--- config.mk ---
export PLATFORM = sky130hd
export DESIGN_NAME = framebuffer_arbiter
export DESIGN_NICKNAME = d
export VERILOG_FILES = /design/src/rtl/framebuffer_arbiter.sv
export SDC_FILE = /design/constraint.sdc
export NUM_CORES = 1
export LEC_CHECK = 0
export ABC_AREA = 1
export CAP_MARGIN = 30
export CORE_MARGIN = 5
export CORE_UTILIZATION = 35
export CTS_CLUSTER_DIAMETER = 60
export DETAILED_ROUTE_END_ITERATION = 10
export PLACE_DENSITY = 0.8
export SYNTH_ARGS = -nofsm -noshare
export SYNTH_HDL_FRONTEND = slang
export SYNTH_SLANG_ARGS = --single-unit
--- constraint.sdc ---
create_clock -name clk -period 3 [get_ports clk]
set_input_delay 0.75 -clock clk [delete_from_list [all_inputs] [get_ports clk]]
set_output_delay 0.75 -clock clk [all_outputs]
set_load 0.05 [all_outputs]
--- src/rtl/framebuffer_arbiter.sv ---
`timescale 1ns/1ps
`default_nettype none
// ============================================================================
// Module   : framebuffer_arbiter
// Purpose  : Shares one asynchronous single-port pixel SRAM between the
//            display read path and the capture write path. Reads win during
//            the active area (with a write starvation guard), writes win during
//            blanking. Sequences strobes, address/data hold and bus turnaround.
// Revision : 1.0 - initial release
// ============================================================================
module framebuffer_arbiter #(
    parameter int ADDR_W        = 19,
    parameter int DATA_W        = 12,
    parameter int ACCESS_CYCLES = 2,
    parameter int STARVE_LIMIT  = 4
) (
    input  logic              clk,
    input  logic              rst_n,
    input  logic              in_blank,
    input  logic              rd_req,
    input  logic [ADDR_W-1:0] rd_addr,
    output logic              rd_ack,
    output logic [DATA_W-1:0] rd_data,
    output logic              rd_valid,
    input  logic              wr_req,
    input  logic [ADDR_W-1:0] wr_addr,
    input  logic [DATA_W-1:0] wr_data,
    output logic              wr_ack,
    output logic [ADDR_W-1:0] sram_addr,
    output logic [DATA_W-1:0] sram_wdata,
    input  logic [DATA_W-1:0] sram_rdata,
    output logic              sram_ce_n,
    output logic              sram_oe_n,
    output logic              sram_we_n,
    output logic              busy
);

    typedef enum logic [1:0] {
        ST_IDLE = 2'd0,
        ST_RD   = 2'd1,
        ST_WR   = 2'd2,
        ST_TURN = 2'd3
    } state_t;

    // Counter value of the final cycle of an access, and the starvation cap.
    localparam logic [3:0] C_LAST_CYCLE   = 4'(ACCESS_CYCLES - 1);
    localparam logic [3:0] C_STARVE_LIMIT = 4'(STARVE_LIMIT);
    localparam logic [3:0] C_STARVE_MAX   = 4'hF;

    state_t     r_state;
    state_t     w_next_state;
    logic [3:0] r_cnt;
    logic [3:0] r_starve_cnt;
    logic       w_access_end;
    logic       w_decide;
    logic       w_wr_wins;
    logic       w_rd_wins;
    logic       w_grant_rd;
    logic       w_grant_wr;

    // Arbitration, next state and strobe decode. A direction change from an
    // active access detours through TURN; from IDLE or TURN the bus is already
    // quiet, so the winner is granted directly.
    always_comb begin
        w_next_state = r_state;
        w_grant_rd   = 1'b0;
        w_grant_wr   = 1'b0;
        sram_ce_n    = 1'b1;
        sram_oe_n    = 1'b1;
        sram_we_n    = 1'b1;
        busy         = (r_state != ST_IDLE);

        w_access_end = ((r_state == ST_RD) || (r_state == ST_WR)) &&
                       (r_cnt == C_LAST_CYCLE);
        w_decide     = (r_state == ST_IDLE) || (r_state == ST_TURN) || w_access_end;
        w_wr_wins    = wr_req && (!rd_req || in_blank ||
                                  (r_starve_cnt == C_STARVE_LIMIT));
        w_rd_wins    = rd_req && !w_wr_wins;

        if (w_decide) begin
            if (w_wr_wins) begin
                if (r_state == ST_RD) begin
                    w_next_state = ST_TURN;
                end else begin
                    w_next_state = ST_WR;
                    w_grant_wr   = 1'b1;
                end
            end else if (w_rd_wins) begin
                if (r_state == ST_WR) begin
                    w_next_state = ST_TURN;
                end else begin
                    w_next_state = ST_RD;
                    w_grant_rd   = 1'b1;
                end
            end else begin
                w_next_state = ST_IDLE;
            end
        end

        case (r_state)
            ST_RD: begin
                sram_ce_n = 1'b0;
                sram_oe_n = 1'b0;
            end
            ST_WR: begin
                sram_ce_n = 1'b0;
                sram_we_n = 1'b0;
            end
            default: begin
            end
        endcase
    end

    // State register; async reset drops strobes at once via the decode above.
    always_ff @(posedge clk or negedge rst_n) begin
        if (!rst_n) begin
            r_state <= ST_IDLE;
        end else begin
            r_state <= w_next_state;
        end
    end

    // Access cycle counter: restarts on every grant, stops at the last cycle.
    always_ff @(posedge clk or negedge rst_n) begin
        if (!rst_n) begin
            r_cnt <= 4'd0;
        end else if (w_grant_rd || w_grant_wr) begin
            r_cnt <= 4'd0;
        end else if (((r_state == ST_RD) || (r_state == ST_WR)) &&
                     (r_cnt != C_LAST_CYCLE)) begin
            r_cnt <= r_cnt + 4'd1;
        end
    end

    // Count reads granted over a waiting write; saturates, clears on relief.
    always_ff @(posedge clk or negedge rst_n) begin
        if (!rst_n) begin
            r_starve_cnt <= 4'd0;
        end else if (!wr_req || w_grant_wr) begin
            r_starve_cnt <= 4'd0;
        end else if (w_grant_rd && (r_starve_cnt != C_STARVE_MAX)) begin
            r_starve_cnt <= r_starve_cnt + 4'd1;
        end
    end

    // Latch address/data at grant and pulse the matching ack for one cycle.
    always_ff @(posedge clk or negedge rst_n) begin
        if (!rst_n) begin
            sram_addr  <= '0;
            sram_wdata <= '0;
            rd_ack     <= 1'b0;
            wr_ack     <= 1'b0;
        end else begin
            rd_ack <= w_grant_rd;
            wr_ack <= w_grant_wr;
            if (w_grant_rd) begin
                sram_addr <= rd_addr;
            end
            if (w_grant_wr) begin
                sram_addr  <= wr_addr;
                sram_wdata <= wr_data;
            end
        end
    end

    // Capture SRAM data at the edge ending the last read cycle.
    always_ff @(posedge clk or negedge rst_n) begin
        if (!rst_n) begin
            rd_data  <= '0;
            rd_valid <= 1'b0;
        end else begin
            rd_valid <= (r_state == ST_RD) && w_access_end;
            if ((r_state == ST_RD) && w_access_end) begin
                rd_data <= sram_rdata;
            end
        end
    end

endmodule
`default_nettype wire

==> results by group, run 1 <==
Setup path
  • Startpoint Class: flop
  • Crit Path Category: reg2out
  • Cell mode on critical path: inv_1
  • Worst r2r path cells: 7
  • Cell family with most CP delay: buffers and inverters
  • Worst Path Required: 2.25 ns
  • Reg2reg start: r_state[1]
  • Crit Path Max Fanout: 4
  • CP Buf/Inv Count: 3
  • Reg2reg setup slack: roughly 1.1 ns
  • Critical-path cell list: inv_1 -> ha_1 -> inv_1 -> clkdlybuf4s50_1
  • Worst Path Arrival: between 2 and 2.5 ns
  • Reg2reg end: rd_data[6]
  • Worst setup EP type: output port
  • CP max stage delay: about 0.80 ns
  • Slowest-stage cell, CP: clkdlybuf4s50_1

Logic synthesis
  • Post-synth ARST share: 1.00
  • Syn nets: approximately 410
  • Cell variety after synth: 24
  • Avg Inst Size Synth: ~8.5 sq um
  • Synth Flop Type: dfrtp_1
  • Cell Area, Synth: 2810 sq um
  • Ys Warns: 0
  • Post-synth EDFFs: 0
  • #FFs+latches synth: 56
  • Post-Synthesis Cells: between 300 and 400
  • Post-synthesis sequential area ratio: 0.498

Place
  • Final RePlAce weighted congestion: 0.772
  • I/O Buffers: roughly 120
  • Detailed Place HPWL: 5.44 mm

Clock tree
  • Clock sink total: 56
  • Hold buffer count at cts: 0
  • Clock Tree Root: clkbuf_8
  • Worst-path clk slew: about 0.1 ns
  • CTS resizes: 0
  • CTS max path bufs: 2
  • Clock buffer count from CTS: 5
  • H-tree levels: 2
  • CTS tree: done
  • Worst-Skew Late Latency: about 0.32 ns
  • Post-CTS Setup Inserts: 0

Outcome
  • Status: finished clean

Hold path
  • Hold EP: sram_wdata[11]
  • Min-delay src: sram_wdata[11]
  • Hold Path Class: reg2reg
  • Hold Crit Depth: 2

Global route
  • Met1 Usage GRT: 0.176
  • Gr usage total: 0.149
  • Initial antenna violation count: 0
  • Layer with the highest usage: met2
  • Largest net degree at the start of global routing: 57
  • Vias in the first global route: ~2,600
  • First-pass GRT wire length: around 12 mm
  • Gr ovfl total: 0
  • Grt met2 use: 0.252
  • GRT met3 Usage: 0.0498

Drt
  • Drt total wl: 7.29 mm
  • Routed wire per std cell: approximately 13 um
  • DRC: 0
  • First-pass detailed-route iteration total: 4
  • Post-route ant nets: 0
  • First DRT Iteration DRCs: 97
  • Routed via count: roughly 2,600
  • Vias per cell: between 4 and 5

Timing
  • Fin crit share: 0.923
  • Worst slew pin tran: around 0.7 ns
  • Fmax: approximately 360 MHz
  • Final setup skew: 0.0125 ns
  • Relative slew margins: 0.535
  • Setup_tns: 0 ns
  • Final Max Slew Viols: 0
  • Final setup vio count: 0
  • Final hold viol count: 0
  • RSZ-0062 raised after global routing: no
  • Min Tclk post-route: around 2.8 ns
  • WHS: 0.491 ns

Die
  • Die area: a little under 10,000 sq um
  • Starting Density: 0.362
  • IO Pins: 117
  • Die X-Extent: between 90 and 100 um
  • Core region area: around 7800 sq um
  • Die height: 99.7 um
  • Rows: 32

Layout
  • Fill cells: 732
  • Layout cells sized above 1: 0.0901
  • Nets: ~520
  • Area delta synth->final: 47.7%
  • ANT cells: 0

Power and ir drop
  • Leakage: between 2 and 2.5 nW
  • Pwr/cell area: between 1000 and 1500 nW/um^2
  • Peak supply drop: 595 uV

Job
  • # Max-Cap Violations: 0
placed cells by master, fill, tap and decap left out, drive strengths merged:
cell type / netlist / routed
xor2: 4 / 4
nand4: 21 / 21
inv: 55 / 56
dfrtp: 56 / 56
clkdlybuf4s50: 0 / 114
o21ai: 2 / 2
clkinvlp: 0 / 1
a21oi: 5 / 5
nor2: 5 / 5
nand3: 50 / 50
a31oi: 1 / 1
clkinv: 0 / 1
buf: 15 / 9
or2: 2 / 2
nand2: 90 / 90
ha: 7 / 7
mux2: 12 / 12
clkbuf: 3 / 5
nor3: 2 / 2
a22oi: 1 / 1
state kept, by name, summed over array words and instances, names as in the netlist:
signal and cells:
sram_addr 19, sram_wdata 12, r_cnt 4, rd_data 12
rd_valid 1, r_state 2, r_starve_cnt 4, wr_ack 1
rd_ack 1
cells by family after synthesis:
family,after synthesis,synth area share
AOI/OAI and AO/OA,9,0.0209
muxes,12,0.0480
DFF,56,0.498
xor gates and xnor gates,4,0.0124
and+or+nand+nor,170,0.280
adders and majority gates,7,0.0311
buffers and inverters,73,0.109
routing by layer:
layer / up-vias / routed length (um)
li1: 1270 / -
met1: 1180 / 3050
met2: 94 / 3520
met3: 9 / 613
met4: 0 / 112
met5: - / 0
per-stage QoR:
step                worst slack [ns]  area (sq um)  total power [mW]  instances   util
global route                   0.107          4160              4.98        546  0.535
global placement               0.590          4060              4.22        538  0.523
floorplan                      0.904          2810              3.31        331      -
finish                         0.231          4160              4.67        546  0.535
CTS                            0.204          4160              4.74        546  0.535
detailed placement             0.517          4060              4.28        538  0.523
where the power goes:
part / switching, mW / leakage (nW) / internal [mW]
Combinational: 2.01 / 1.33 / 0.987
Clock: 0.263 / 0.0463 / 0.172
Sequential: 0.169 / 0.711 / 1.08
cell usage after synthesis, drive strengths merged (2+ instances only):
library cell  number  area share
ha                 7       0.031
nand4             21       0.047
nor3               2      0.0071
nand2             90        0.12
mux2              12       0.048
nand3             50       0.092
a21oi              5       0.010
o21ai              2      0.0036
xor2               4       0.012
dfrtp             56        0.50
or2                2      0.0044
nor2               5      0.0076
buf               15       0.032
inv               55       0.073
clkbuf             3      0.0040
tightest hold or removal path, cell delays in order (launching register included):
cell and delay [ns]:
dfrtp_1 0.36, nand2_1 0.05, nand2_1 0.06
how the worst max path moves through the flow:
| stage | startpoint | endpoint | slack (ns) | cells after the start |
|---|---|---|---|---|
| detailed placement | rd_req | sram_addr[6] | 0.52 | 9 |
| CTS | r_state[0] | sram_ce_n | 0.20 | 4 |
| global route | r_state[0] | sram_ce_n | 0.11 | 4 |
| floorplan | r_state[1] | sram_oe_n | 0.90 | 4 |
| global placement | r_state[0] | sram_ce_n | 0.59 | 4 |
| finish | r_state[0] | sram_ce_n | 0.23 | 4 |
final cells by class:
class,count,area [sq um],share of cell area
clock inverters,3,27.5,0.00662
multi-input cells,202,1100,0.266
repair buffers,123,1220,0.293
well taps,102,128,0.0307
inverters,55,206,0.0497
clock buffers,5,68.8,0.0166
flip-flops and latches,56,1400,0.337
(Power assumes the default switching activity.)
==> run 2, diff against run 1 <==
==> constraint.sdc (replaced) <==
create_clock -name clk -period 3.3 [get_ports clk]
set_input_delay 0.825 -clock clk [delete_from_list [all_inputs] [get_ports clk]]
set_output_delay 0.825 -clock clk [all_outputs]
set_load 0.05 [all_outputs]
==> results by group, run 2 (synthesized netlist as in run 1, its figures left out) <==
Power and ir drop
  • Pwr/cell area: 1010 nW/um^2
  • Tot Pwr: between 4 and 5 mW
  • Leakage: between 2 and 2.5 nW
  • Peak supply drop: 435 uV

Hold path
  • Hold Path Class: in2async

Clock tree
  • CTS tree: done
  • Clock Tree Root: clkbuf_8
  • Worst-Skew Late Latency: approximately 0.30 ns
  • Clock buffer count from CTS: 5
  • H-tree levels: 2
  • CTS resizes: 0
  • CTS max path bufs: 2
  • Post-CTS Setup Inserts: 0
  • Clock sink total: 56
  • Hold buffer count at cts: 0
  • Worst-path clk slew: 0.10 ns

Setup path
  • Worst Path Required: around 2.5 ns
  • Crit Path Category: reg2out
  • Startpoint Class: flop
  • Reg2reg start: r_state[1]
  • Crit Path Max Fanout: 4
  • Critical path origin: r_state[0]
  • Worst Path Arrival: between 2 and 2.5 ns
  • Worst setup EP type: output port

Timing
  • Final hold viol count: 0
  • Worst slew pin tran: around 0.95 ns
  • Min Tclk post-route: between 2 and 3 ns
  • Fin crit share: 0.859
  • Fmax: between 300 and 400 MHz
  • Setup_tns: 0 ns
  • Relative slew margins: 0.360
  • RSZ-0062 raised after global routing: no
  • Final WS setup: about 0.47 ns
  • Final setup skew: a little over 0.008 ns
  • Final setup vio count: 0
  • Final Max Slew Viols: 0

Place
  • Dpl ws: 0.622 ns
  • Detailed Place HPWL: roughly 5.3 mm
  • I/O Buffers: 116
  • Final RePlAce weighted congestion: 0.768

Layout
  • Commonest non-fill, non-tap cell in the layout: clkdlybuf4s50_1
  • Nets: just over 500
  • Max FFs per register: 19
  • Layout cells sized above 1: 0.0856
  • Biggest register: sram_addr
  • Area delta synth->final: 47.5%
  • Most frequent cells in the layout: 115 x clkdlybuf4s50_1, 88 x nand2_1, 56 x dfrtp_1, 54 x inv_1, 48 x nand3_1
  • ANT cells: 0
  • Largest regs: sram_addr (19), rd_data (12), sram_wdata (12)

Die
  • Rows: 32
  • IO Pins: approximately 120
  • Die area: roughly 10000 sq um
  • Die X-Extent: 99.7 um
  • Core region area: slightly below 8000 sq um
  • Die height: around 100 um
  • Starting Density: 0.362

Global route
  • First-pass GRT wire length: 11.8 mm
  • Initial antenna violation count: 0
  • Gr usage total: 0.144
  • Gr ovfl total: 0
  • Largest net degree at the start of global routing: 52
  • Vias in the first global route: approximately 2,500

Drt
  • Drt total wl: around 7.1 mm
  • First DRT Iteration DRCs: between 90 and 100
  • Routed wire per std cell: 13.1 um
  • Routed via count: 2,523
  • Vias per cell: between 4 and 5
  • First-pass detailed-route iteration total: 4
  • DRC: 0
  • Post-route ant nets: 0

Job
  • # Max-Cap Violations: 0

Outcome
  • Status: finished clean
==> run 2: through the flow <==
step	std cells	utilization	hold WS (ns)	area, sq um
3_5_place_dp	537	0.520	0.470	4040
5_1_grt	546	0.534	0.299	4150
3_3_place_gp	537	0.520	0.466	4040
6_report	546	0.534	0.315	4150
2_1_floorplan	331	-	0.518	2810
4_1_cts	545	0.532	0.492	4130
==> run 2: path summary, 6_finish.rpt <==
path                                        end  depth (start not counted)  slack [ns]
worst max-delay path                  sram_ce_n                          4        0.47
worst min-delay path            r_starve_cnt[1]                          1        0.31
worst max register to register       rd_data[9]                          6        1.01
worst min register to register    sram_wdata[1]                          2        0.49
max in group asynchronous                rd_ack                          3        2.32
min in group clk                  sram_wdata[1]                          2        0.49
==> run 2: cell type report <==
cell class | count | area [sq um]
Fill cell | 728 | 3620
Sequential cell | 56 | 1400
Timing Repair Buffer | 123 | 1220
Multi-Input combinational cell | 202 | 1100
Inverter | 55 | 206
Tap cell | 102 | 128
Clock buffer | 6 | 72.6
Clock inverter | 2 | 16.3
==> run 2: power breakdown <==
| part | leakage (nW) | total (mW) | internal, mW | switching, mW |
|---|---|---|---|---|
| clock network | 0.0414 | 0.369 | 0.152 | 0.218 |
| logic | 1.32 | 2.70 | 0.887 | 1.81 |
| registers | 0.711 | 1.14 | 0.978 | 0.161 |
| total | 2.08 | 4.21 | 2.02 | 2.19 |
==> run 2: layer usage <==
layer  vias up  routed length, um  global-route usage
li1       1269                  -                   -
met1      1135               3090               0.185
met2       111               3290               0.234
met3         8                696              0.0498
met4         0                 55              0.0305
met5         -                  0                   0
==> run 2: worst max-delay path: stages (launching register included) <==
cell and delay [ns]:
dfrtp_1 0.36, inv_1 0.08, ha_1 0.35, inv_1 0.10, clkdlybuf4s50_1 0.81
==> run 3, diff against run 2 <==
--- a/config.mk
+++ b/config.mk
@@ -6,7 +6,7 @@
 export NUM_CORES = 1
 export LEC_CHECK = 0
 export ABC_AREA = 1
-export CAP_MARGIN = 30
+export CAP_MARGIN = 20
 export CORE_MARGIN = 5
 export CORE_UTILIZATION = 35
 export CTS_CLUSTER_DIAMETER = 60
==> constraint.sdc (replaced) <==
create_clock -name clk -period 3.2 [get_ports clk]
set_input_delay 0.8 -clock clk [delete_from_list [all_inputs] [get_ports clk]]
set_output_delay 0.8 -clock clk [all_outputs]
set_load 0.05 [all_outputs]
==> results by group, run 3 (synthesized netlist as in run 1, its figures left out) <==
Place
  • Detailed Place HPWL: between 5 and 6 mm
  • I/O Buffers: between 100 and 150
  • Final RePlAce weighted congestion: about 0.8
  • Dpl cells: 540
  • Dpl ws: 0.521 ns
  • Placed cell area: between 4000 and 5000 sq um

Timing
  • Worst slew pin tran: between 0.5 and 0.6 ns
  • Final setup skew: around 0.008 ns
  • Setup_tns: 0 ns
  • Fin crit share: 0.879
  • Fmax: 355 MHz
  • Relative slew margins: 0.639
  • Min Tclk post-route: ~2.8 ns
  • Final Max Slew Viols: 0
  • Final hold viol count: 0
  • Final WS setup: approximately 0.39 ns
  • Final setup vio count: 0
  • RSZ-0062 raised after global routing: no

Global route
  • Gr usage total: 0.149
  • Gr ovfl total: 0
  • Vias in the first global route: between 2,000 and 3,000
  • Initial antenna violation count: 0
  • Largest net degree at the start of global routing: 29
  • First-pass GRT wire length: around 12 mm

Clock tree
  • Clock sink total: 56
  • CTS max path bufs: 2
  • Clock Tree Root: clkbuf_8
  • CTS resizes: 0
  • CTS tree: done
  • Worst-path clk slew: roughly 0.11 ns
  • H-tree levels: 2
  • Clock buffer count from CTS: 5
  • Hold buffer count at cts: 0
  • Post-CTS Setup Inserts: 0
  • Worst-Skew Late Latency: roughly 0.31 ns

Power and ir drop
  • Pwr/cell area: 1050 nW/um^2
  • Leakage: approximately 2.1 nW
  • Peak supply drop: about 620 uV

Setup path
  • Worst Path Required: between 2 and 2.5 ns
  • Crit Path Max Fanout: 4
  • Worst setup EP type: output port
  • Startpoint Class: flop
  • Worst Path Arrival: ~2 ns
  • Crit Path Category: reg2out

Drt
  • First-pass detailed-route iteration total: 4
  • DRC: 0
  • Routed via count: 2,557
  • Drt total wl: between 7 and 8 mm
  • Post-route ant nets: 0
  • Vias per cell: ~4.7
  • First DRT Iteration DRCs: 89
  • Routed wire per std cell: ~13 um

Layout
  • Area delta synth->final: 47.8%
  • Design area: slightly above 4000 sq um
  • Biggest register: sram_addr
  • Util after Layout: 0.535
  • ANT cells: 0
  • Final cell count without fillers: approximately 550
  • Commonest non-fill, non-tap cell in the layout: clkdlybuf4s50_1
  • Max FFs per register: 19
  • Layout cells sized above 1: 0.0942
  • Most frequent cells in the layout: 114 x clkdlybuf4s50_1, 88 x nand2_1, 56 x dfrtp_1, 54 x inv_1, 48 x nand3_1
  • Largest regs: sram_addr (19), rd_data (12), sram_wdata (12)
  • Nets: 519

Die
  • Die X-Extent: around 100 um
  • IO Pins: roughly 120
  • Die height: ~100 um
  • Rows: 32
  • Core region area: about 7800 sq um
  • Die area: a little under 10,000 sq um
  • Starting Density: 0.362

Job
  • # Max-Cap Violations: 0

Hold path
  • Hold Path Class: in2async

Outcome
  • Status: finished clean
-- run 3: path summary, 6_finish.rpt --
check	from	end	slack, ns	cells past startpoint
setup / recovery	r_state[1]	sram_ce_n	0.39	4
hold / removal	rst_n	r_starve_cnt[1]	0.43	1
setup reg to reg	r_state[1]	sram_addr[11]	1.09	7
hold reg to reg	sram_wdata[4]	sram_wdata[4]	0.49	2
max in group asynchronous	rst_n	sram_wdata[1]	2.12	2
min in group clk	sram_wdata[4]	sram_wdata[4]	0.49	2
-- run 3: worst max-delay path: stages (launching register included) --
cell,delay (ns)
dfrtp_1,0.41
inv_1,0.10
ha_1,0.28
inv_1,0.11
clkdlybuf4s50_1,0.80
-- run 3: per-layer routing --
layer	global-route usage	share of wire
met5	0	0
met4	0.0515	0.014
met3	0.0512	0.087
met1	0.176	0.42
met2	0.252	0.48
-- run 3: layout make-up --
class / count / area [sq um]
clock buffers: 5 / 68.8
flip-flops and latches: 56 / 1400
multi-input cells: 202 / 1100
inverters: 55 / 206
well taps: 102 / 128
fillers: 708 / 3610
repair buffers: 125 / 1220
clock inverters: 3 / 27.5
-- run 3: through the flow --
step	power, mW	hold slack [ns]
6_report	4.37	0.431
5_1_grt	4.67	0.461
4_1_cts	4.42	0.443
3_5_place_dp	4.00	0.468
3_3_place_gp	3.95	0.462
2_1_floorplan	3.10	0.504
-- run 3: report_power, final --
group,internal (mW),switching [mW]
registers,1.01,0.164
logic,0.919,1.88
clock network,0.161,0.243
total,2.09,2.28
